### config.mk
export PLATFORM = sky130hd
export DESIGN_NAME = alarme_farol
export DESIGN_NICKNAME = d
export VERILOG_FILES = /design/src/rtl/alarme_farol_pkg.sv /design/src/rtl/alarme_farol_contador_ciclos.sv /design/src/rtl/alarme_farol.sv
export SDC_FILE = /design/constraint.sdc
export NUM_CORES = 1
export LEC_CHECK = 0
export ABC_AREA = 1
export BUFFER_PORTS_ARGS = -buffer_cell sky130_fd_sc_hd__buf_2
export CAP_MARGIN = 10
export CORE_AREA = 5 5 42 44
export CTS_CLUSTER_SIZE = 40
export DETAILED_ROUTE_END_ITERATION = 16
export DIE_AREA = 0 0 47 49
export PLACE_DENSITY = 0.66
export REMOVE_ABC_BUFFERS = 1
export SYNTH_ARGS = -nofsm -noshare
export SYNTH_HDL_FRONTEND = slang
export SYNTH_SLANG_ARGS = --single-unit
### constraint.sdc
create_clock -name clk -period 2.9 [get_ports clk]
set_input_delay 0.58 -clock clk [delete_from_list [all_inputs] [get_ports clk]]
set_output_delay 0.58 -clock clk [all_outputs]
set_load 0.1 [all_outputs]
### src/rtl/alarme_farol_pkg.sv
// rtl/alarme_farol_pkg.sv - shared state encoding and timing defaults for dashboard alarms
// Purpose : state enum for the headlight alarm FSM, default timing constants
//           reusable by other dashboard alarms, and a small sizing helper.
// Ports   : none (package).
package pkg_farol;

  typedef enum logic [2:0] {
    IDLE     = 3'd0,
    DEBOUNCE = 3'd1,
    BEEP_ON  = 3'd2,
    BEEP_OFF = 3'd3,
    HOLD     = 3'd4
  } estado_t;

  localparam int DEF_DEBOUNCE_CYC = 4;
  localparam int DEF_ON_CYC       = 3;
  localparam int DEF_OFF_CYC      = 2;
  localparam int DEF_MAX_BEEPS    = 3;

  // Largest of three phase lengths; sizes the shared cycle counter.
  function automatic int max3(input int a, input int b, input int c);
    int m;
    m = a;
    if (b > m) m = b;
    if (c > m) m = c;
    return m;
  endfunction

endpackage

### src/rtl/alarme_farol_contador_ciclos.sv
// rtl/alarme_farol_contador_ciclos.sv - loadable up-counter with terminal-count flag
// Purpose : cycle counter shared by the DEBOUNCE / BEEP_ON / BEEP_OFF phases.
// Ports   : clk, reset (sync, active-high)
//           carga    - load valor this cycle (has priority over habilita)
//           valor    - load value
//           habilita - count up by one
//           limite   - terminal value compared against the current count
//           fim      - 1 while the count equals limite
module contador_ciclos
  import pkg_farol::*;
#(
  parameter int W = $clog2(max3(DEF_DEBOUNCE_CYC, DEF_ON_CYC, DEF_OFF_CYC))
) (
  input  logic         clk,
  input  logic         reset,
  input  logic         carga,
  input  logic [W-1:0] valor,
  input  logic         habilita,
  input  logic [W-1:0] limite,
  output logic         fim
);

  logic [W-1:0] cnt;

  always_ff @(posedge clk) begin
    if (reset) begin
      cnt <= '0;
    end else if (carga) begin
      cnt <= valor;
    end else if (habilita) begin
      cnt <= cnt + W'(1);
    end
  end

  assign fim = (cnt == limite);

endmodule

### src/rtl/alarme_farol.sv
// rtl/alarme_farol.sv - headlight-left-on audible alarm (debounce, beep pattern, mute)
// Purpose : turns the indicator level into a bounded beep pattern on the buzzer,
//           with debounce of the indicator and a driver mute.
// Ports   : clk, reset (sync, active-high)
//           sinalizador  - indicator level (1 = headlight left on)
//           silenciar    - driver mute request
//           buzzer       - buzzer drive, 1 = sound
//           alarme_ativo - alarm confirmed (beeping or silenced hold)
//           num_beeps    - completed beeps in the current episode
module alarme_farol
  import pkg_farol::*;
#(
  parameter int DEBOUNCE_CYC = DEF_DEBOUNCE_CYC,
  parameter int ON_CYC       = DEF_ON_CYC,
  parameter int OFF_CYC      = DEF_OFF_CYC,
  parameter int MAX_BEEPS    = DEF_MAX_BEEPS
) (
  input  logic       clk,
  input  logic       reset,
  input  logic       sinalizador,
  input  logic       silenciar,
  output logic       buzzer,
  output logic       alarme_ativo,
  output logic [2:0] num_beeps
);

  localparam int CW = $clog2(max3(DEBOUNCE_CYC, ON_CYC, OFF_CYC));

  estado_t       estado;
  logic [2:0]    beeps;
  logic          carga;
  logic [CW-1:0] valor;
  logic          habilita;
  logic [CW-1:0] limite;
  logic          fim;
  logic          ultimo_beep;

  // Terminal value of the shared counter depends on the current phase.
  always_comb begin
    limite = '0;
    case (estado)
      DEBOUNCE: limite = CW'(DEBOUNCE_CYC - 1);
      BEEP_ON:  limite = CW'(ON_CYC - 1);
      BEEP_OFF: limite = CW'(OFF_CYC - 1);
      default:  limite = '0;
    endcase
  end

  // Counter control: keep counting while a timed phase continues, otherwise
  // reload. IDLE loads 1 because the first edge seeing the indicator already
  // counts as a debounce cycle.
  always_comb begin
    carga    = 1'b1;
    valor    = '0;
    habilita = 1'b0;
    if (sinalizador) begin
      case (estado)
        IDLE: valor = CW'(1);
        DEBOUNCE, BEEP_ON, BEEP_OFF: begin
          if (!silenciar && !fim) begin
            carga    = 1'b0;
            habilita = 1'b1;
          end
        end
        default: ;
      endcase
    end
  end

  contador_ciclos #(.W(CW)) u_contador (
    .clk      (clk),
    .reset    (reset),
    .carga    (carga),
    .valor    (valor),
    .habilita (habilita),
    .limite   (limite),
    .fim      (fim)
  );

  assign ultimo_beep = (beeps == 3'(MAX_BEEPS - 1));

  always_ff @(posedge clk) begin
    if (reset) begin
      estado <= IDLE;
      beeps  <= 3'd0;
    end else if (!sinalizador) begin
      estado <= IDLE;
      beeps  <= 3'd0;
    end else begin
      case (estado)
        IDLE: estado <= DEBOUNCE;
        DEBOUNCE: begin
          if (silenciar) estado <= HOLD;
          else if (fim)  estado <= BEEP_ON;
        end
        BEEP_ON: begin
          if (fim) begin
            // A mute on the final ON cycle still counts the beep.
            beeps <= beeps + 3'd1;
            if (ultimo_beep || silenciar) estado <= HOLD;
            else                          estado <= BEEP_OFF;
          end else if (silenciar) begin
            estado <= HOLD;
          end
        end
        BEEP_OFF: begin
          if (silenciar) estado <= HOLD;
          else if (fim)  estado <= BEEP_ON;
        end
        HOLD: estado <= HOLD;
        default: begin
          estado <= IDLE;
          beeps  <= 3'd0;
        end
      endcase
    end
  end

  assign buzzer       = (estado == BEEP_ON);
  assign alarme_ativo = (estado == BEEP_ON) || (estado == BEEP_OFF) || (estado == HOLD);
  assign num_beeps    = beeps;

endmodule

==> insert_results.sql, run 1 <==
INSERT INTO impl_metrics (metric_group, metric, value, unit) VALUES
('status', 'outcome', 'complete, no violations', ''),
('yosys', 'most_instantiated_flip_flop_cell_in_the_synthesis_netlist', 'dfxtp_1', ''),
('clock_network', 'cts_max_level', '1', ''),
('layout', 'fin_nets', '92', ''),
('power', 'power.ir.vdd_worst', '0.211', 'mV'),
('yosys', 'synth-seq-area-share', '30.1', '%'),
('global_routing', 'first_global_vias', '426', ''),
('setup_path', 'timing.reg2reg.worst_path_depth', '6', ''),
('yosys', 'synth_top_family_by_area', 'simple AND/OR/NAND/NOR gates', ''),
('sta', 'period_share', '72.3', '%'),
('yosys', 'postSynth.asyncResetShare', '0', '%'),
('routing', 'postRouteAntennaNets', '0', ''),
('floorplan', 'fp.dieArea', '0.00230', 'mm²'),
('sta', 'rsz0062_at_grt', 'no', ''),
('sta', 'final-setup-viol-count', '0', ''),
('floorplan', 'design.portCount', '9', ''),
('yosys', 'yosys-top-cells-area', 'dfxtp_1 30%, nand3_2 9.4%, nand2_1 8.5%', ''),
('setup_path', 'rrSetupSlack', '1.57', 'ns'),
('clock_network', 'cts_made_buffers', '3', ''),
('run', 'cap_violations', '0', ''),
('setup_path', 'critical_path_class', 'reg2out', ''),
('yosys', 'syn_avg_cell_area', '7.28', 'µm²'),
('yosys', 'ys_types', '22', ''),
('sta', 'tightestPinTransition', '0.486', 'ns'),
('clock_network', 'clkTransAtPathRegs', '0.06', 'ns'),
('global_routing', 'global_route.overflow_total', '0', ''),
('layout', 'finish.utilization', '43.8', '%'),
('floorplan', 'initial_core_util', '37.9', '%'),
('yosys', 'post_synth_instance_area', '532', 'µm²'),
('yosys', 'synth_enable_flop_cells', '0', ''),
('clock_network', 'clock_sinks', '8', ''),
('floorplan', 'chipWidth', '47', 'µm'),
('yosys', 'ys_seq_elements', '8', ''),
('layout', 'diodes', '0', ''),
('setup_path', 'cp.arrival', '1.52', 'ns'),
('global_routing', 'grt_max_degree', '7', ''),
('layout', 'areaGrowthSynthToFinish', '15.5', '%'),
('place', 'hpwl', '856', 'µm'),
('clock_network', 'tritoncts_clock_tree', 'done', ''),
('yosys', 'ys.warnings.count', '0', ''),
('setup_path', 'critical_path.startpoint_type', 'register', ''),
('floorplan', 'core', '0.00140', 'mm²'),
('floorplan', 'placementRows', '14', ''),
('yosys', 'synth_mux_area_share', '0', '%'),
('sta', 'fin_skew', '0.00193', 'ns'),
('routing', 'drtPass1Iterations', '4', ''),
('setup_path', 'crit_path_end_kind', 'output pin', ''),
('clock_network', 'resize_count_post_cts', '0', ''),
('yosys', 'cell_with_the_most_instances_after_synthesis', 'nand2_1', ''),
('routing', 'detail_route.wirelength', '1050', 'µm'),
('yosys', 'synth_area_in_adders', '4.71', '%'),
('global_routing', 'global_route_usage_sum', '10.3', '%'),
('yosys', 'synth_largest_type_area_fraction', '30.1', '%'),
('clock_network', 'cts.root.buffer_cell', 'clkbuf_4', ''),
('setup_path', 'worst_ep_required_time', '2.32', 'ns'),
('sta', 'finalCriticalPeriod', '2.10', 'ns'),
('yosys', 'post_synth_most_frequent_cells', '12 x nand2_1, 10 x inv_1, 8 x dfxtp_1, 7 x nand2_2, 6 x a21oi_1', ''),
('global_routing', 'first_pass_grt_wire_length', '1720', 'µm'),
('sta', 'max-slew-margin-rel', '67.8', '%'),
('clock_network', 'clock_latency', '0.25', 'ns'),
('sta', 'slew_viols_final', '0', ''),
('routing', 'post_drt_wl_per_cell', '10.5', 'µm'),
('yosys', 'netlist.top_cell.by_area', 'dfxtp_1', ''),
('yosys', 'area_share_of_xor_xnor_cells_in_the_synthesized_design', '1.65', '%'),
('layout', 'stdcell_area', '614', 'µm²'),
('yosys', 'syn-instance-count', '73', ''),
('routing', 'remaining_drc_errors', '0', ''),
('routing', 'routed_via_count', '480', ''),
('place', 'io_buffer_count', '8', ''),
('yosys', 'synth_compound_area_share', '15.3', '%'),
('yosys', 'synthSimpleGateAreaFrac', '38.6', '%');
## registers in the layout, summed over array words and instances (netlist names)
register	cells
estado	3
num_beeps	3
u_contador.cnt	2
## routing by layer
metal | up-vias | wire, µm | track usage [%]
met4 | 0 | 17 | 5.53
met2 | 13 | 464 | 13.8
met1 | 204 | 504 | 14.9
li1 | 261 | - | -
met3 | 2 | 60 | 2.21
met5 | - | 0 | 0
## path summary, 6_finish.rpt
| check | startpoint | endpoint |
|---|---|---|
| hold reg to reg | u_contador.cnt[0] | u_contador.cnt[1] |
| setup reg to reg | num_beeps[0] | estado[2] |
| setup / recovery | estado[2] | buzzer |
| hold / removal | u_contador.cnt[0] | u_contador.cnt[1] |
## power by group
part           switching (mW)  internal (mW)
clock                  0.0392         0.0475
combinational          0.0360         0.0163
sequential            0.00317          0.113
## cell usage in the layout (no fill, tap or decap), types with 2 or more instances in the layout
master,netlist,routed
dfxtp_1,8,8
clkbuf_4,0,3
inv_1,10,10
nor3_1,2,2
o21ai_0,3,3
nand3_2,5,5
nor2_1,4,4
inv_2,2,2
nand2_1,12,12
nand2_2,7,7
buf_2,0,8
a21oi_1,6,6
a21oi_2,2,2
ha_1,2,2
## metrics by stage
| stage | cells | hold slack, ns | total power, mW | setup WS, ns |
|---|---|---|---|---|
| floorplan | 73 | 0.473 | 0.160 | -0.228 |
| global route | 100 | 0.513 | 0.270 | 0.719 |
| CTS | 100 | 0.501 | 0.255 | 0.804 |
| finish | 100 | 0.499 | 0.255 | 0.804 |
| detailed placement | 97 | 0.492 | 0.170 | 1.08 |
| global placement | 97 | 0.488 | 0.170 | 1.11 |
## area by class of cell
class / instances / area, µm²
Clock buffer: 3 / 22.5
Fill cell: 156 / 787
Inverter: 13 / 51.3
Multi-Input combinational cell: 52 / 320
Sequential cell: 8 / 160
Tap cell: 16 / 20.0
Timing Repair Buffer: 8 / 40.0
## cell families after synthesis
group                    Yosys count
XOR/XNOR                           1
AO/OA/AOI/OAI                     14
buffers and inverters             13
adder cells (fa/ha/maj)            2
AND/OR/NAND/NOR                   35
flip-flops                         8
## worst max-delay path, stage by stage, from the launching register on
cell and delay (ns):
dfxtp_1 0.33, inv_2 0.13, nand3_2 0.15, inv_1 0.19, buf_2 0.46
(Power assumes the default switching activity.)
==> run 2, diff against run 1 <==
--- a/config.mk
+++ b/config.mk
@@ -12,7 +12,7 @@
 export CTS_CLUSTER_SIZE = 40
 export DETAILED_ROUTE_END_ITERATION = 16
 export DIE_AREA = 0 0 47 49
-export PLACE_DENSITY = 0.66
+export PLACE_DENSITY = 0.68
 export REMOVE_ABC_BUFFERS = 1
 export SYNTH_ARGS = -nofsm -noshare
 export SYNTH_HDL_FRONTEND = slang
==> constraint.sdc (replaced) <==
create_clock -name clk -period 1.7 [get_ports clk]
set_input_delay 0.34 -clock clk [delete_from_list [all_inputs] [get_ports clk]]
set_output_delay 0.34 -clock clk [all_outputs]
set_load 0.1 [all_outputs]
==> run 2 against run 1 <==
Net effect:
- non-clock buffer count is the same
- final area grew 5.3%
- sequential power grew 72%
- setup slack lost 0.73 ns
- power grew 72%
- via count grew 1.7%
- critical path depth is the same
- clock skew is essentially flat
- critical path type unchanged
- critical endpoint is now alarme_ativo
- largest cell class unchanged
- largest power group unchanged
==> insert_results.sql, run 2 (synthesized netlist as in run 1, its figures left out) <==
INSERT INTO impl_metrics (metric_group, metric, value, unit) VALUES
('sta', 'fin_skew', '0.00170', 'ns'),
('setup_path', 'worstPathMaxFanout', '4', ''),
('power', 'p_comb_share', '21.7', '%'),
('sta', 'period_share', '95.7', '%'),
('clock_network', 'cts_max_path_buffers', '2', ''),
('routing', 'drt_first_iter_violations', '13', ''),
('layout', 'areaGrowthSynthToFinish', '21.6', '%'),
('setup_path', 'critical_path.startpoint_type', 'register', ''),
('layout', 'stdcell_area', '647', 'µm²'),
('global_routing', 'first_global_vias', '449', ''),
('setup_path', 'cp.arrival', '1.29', 'ns'),
('routing', 'routed_via_count', '488', ''),
('clock_network', 'cts_max_level', '1', ''),
('layout', 'drive_above_1_share', '38.1', '%'),
('clock_network', 'tritoncts_clock_tree', 'done', ''),
('global_routing', 'global_route_usage_sum', '11.3', '%'),
('layout', 'finish.utilization', '46.2', '%'),
('power', 'pwr-share-seq', '45.5', '%'),
('clock_network', 'hold_buffers', '0', ''),
('setup_path', 'worst_ep_required_time', '1.36', 'ns'),
('run', 'cap_violations', '0', ''),
('clock_network', 'post-cts-setup-buffers', '0', ''),
('floorplan', 'initial_core_util', '37.9', '%'),
('routing', 'wl_met2', '528', 'µm'),
('floorplan', 'fp.dieArea', '0.00230', 'mm²'),
('power', 'power_per_cell_area', '676', 'mW/mm²'),
('clock_network', 'cts_made_buffers', '3', ''),
('global_routing', 'global_route.overflow_total', '0', ''),
('power', 'sw_frac_of_total', '30.2', '%'),
('sta', 'rsz0062_at_grt', 'no', ''),
('power', 'internal_power', '305', 'µW'),
('clock_network', 'clock_latency', '0.25', 'ns'),
('layout', 'layout_commonest_cell', 'nand2_1', ''),
('clock_network', 'clkTransAtPathRegs', '0.05', 'ns'),
('layout', 'diodes', '0', ''),
('sta', 'final-setup-viol-count', '0', ''),
('floorplan', 'chipWidth', '47', 'µm'),
('floorplan', 'die_outline_height', '49', 'µm'),
('sta', 'fin_hold_ws', '0.365', 'ns'),
('routing', 'remaining_drc_errors', '0', ''),
('clock_network', 'clock_sinks', '8', ''),
('sta', 'slew_viols_final', '0', ''),
('sta', 'max-slew-margin-rel', '68.0', '%'),
('sta', 'final_hold_viol_count', '0', ''),
('power', 'power.ir.vdd_worst', '0.532', 'mV'),
('place', 'io_buffer_count', '8', ''),
('routing', 'wl_met1', '532', 'µm'),
('setup_path', 'critical_path_class', 'reg2out', ''),
('floorplan', 'core', '0.00140', 'mm²'),
('place', 'post_dp_cell_area', '622', 'µm²'),
('place', 'dp.cells', '97', ''),
('sta', 'finalCriticalPeriod', '1.63', 'ns'),
('routing', 'routed.top_layer', 'met4', ''),
('global_routing', 'grt_max_degree', '7', ''),
('power', 'finalPower', '437', 'µW'),
('place', 'routabilityCongestion', '0.902', ''),
('hold_path', 'worstHoldPathType', 'in2reg', ''),
('status', 'outcome', 'complete, no violations', ''),
('power', 'switchingPower', '132', 'µW'),
('sta', 'tightestPinTransition', '0.484', 'ns'),
('routing', 'detail_route.wirelength', '1140', 'µm'),
('routing', 'postRouteAntennaNets', '0', ''),
('global_routing', 'first_pass_grt_wire_length', '1900', 'µm'),
('routing', 'post_drt_wl_per_cell', '11.4', 'µm'),
('layout', 'fin_nets', '92', ''),
('power', 'power.static_leakage', '0.287', 'nW'),
('floorplan', 'design.portCount', '9', ''),
('power', 'clock_power_share', '32.8', '%'),
('global_routing', 'antenna_violations_before_repair', '0', ''),
('place', 'hpwl', '904', 'µm'),
('layout', 'final-instance-count-excl-fill', '100', ''),
('routing', 'drtPass1Iterations', '4', ''),
('floorplan', 'placementRows', '14', ''),
('routing', 'wl_met3', '64', 'µm'),
('sta', 'clock.fmax', '0.615', 'GHz'),
('routing', 'post_drt_via_cell_ratio', '4.88', ''),
('layout', 'mostFrequentLayoutCells', '12 x nand2_1, 9 x inv_1, 8 x dfxtp_1', ''),
('setup_path', 'crit_path_end_kind', 'output pin', ''),
('clock_network', 'cts.root.buffer_cell', 'clkbuf_4', '');
-- run 2: cell types whose count changed in the layout (fill, tap and decap cells not counted) --
cell	previous run	this run
buf_12	0	2
buf_2	8	6
inv_1	10	9
inv_2	2	3
nor2_1	4	3
nor2_2	0	1
o21ai_0	3	2
o21ai_1	1	2
-- run 2: timing repair --
item,CTS,global route
gates cloned,0,0
gates resized for setup,1,2
setup endpoints to repair,1,2
-- run 2: final timing paths --
kind                 from      endpoint  slack, ns  depth (start not counted)
max             estado[0]  alarme_ativo       0.07                          4
min                 reset  num_beeps[0]       0.37                          4
max reg2reg     estado[0]  num_beeps[0]       0.36                          9
min reg2reg  num_beeps[1]  num_beeps[1]       0.50                          2
-- run 2: area by class of cell --
cell class	count	area, µm²
repair buffers	8	70.1
clock buffers	3	22.5
fillers	144	754
multi-input cells	52	323
flip-flops and latches	8	160
well taps	16	20.0
inverters	13	51.3
-- run 2: per-layer routing --
| metal | GRT usage, % | vias to the layer above |
|---|---|---|
| met3 | 5.54 | 2 |
| met4 | 1.38 | 0 |
| met1 | 15.5 | 215 |
| li1 | - | 260 |
| met2 | 16.3 | 11 |
| met5 | 0 | - |
-- run 2: stage by stage --
step / worst slack (ns) / TNS (ns)
3_3_place_gp: 0.269 / 0
2_1_floorplan: -1.19 / -1.86
5_1_grt: 0.00350 / 0
4_1_cts: 0.0352 / 0
6_report: 0.0728 / 0
3_5_place_dp: 0.278 / 0
-- run 2: critical path, cell delays in order, from the launching register on --
cell and delay (ns):
dfxtp_1 0.37, nor2_2 0.19, nand2_1 0.09, o21ai_1 0.16
buf_12 0.21
-- run 2: power groups by stage --
stage / Sequential (mW) / Combinational (mW) / Clock [mW]
floorplan: 0.202 / 0.0713 / 0
global placement: 0.202 / 0.0929 / 0
detailed placement: 0.202 / 0.0939 / 0
CTS: 0.199 / 0.0948 / 0.150
global route: 0.199 / 0.105 / 0.163
finish: 0.199 / 0.0950 / 0.143
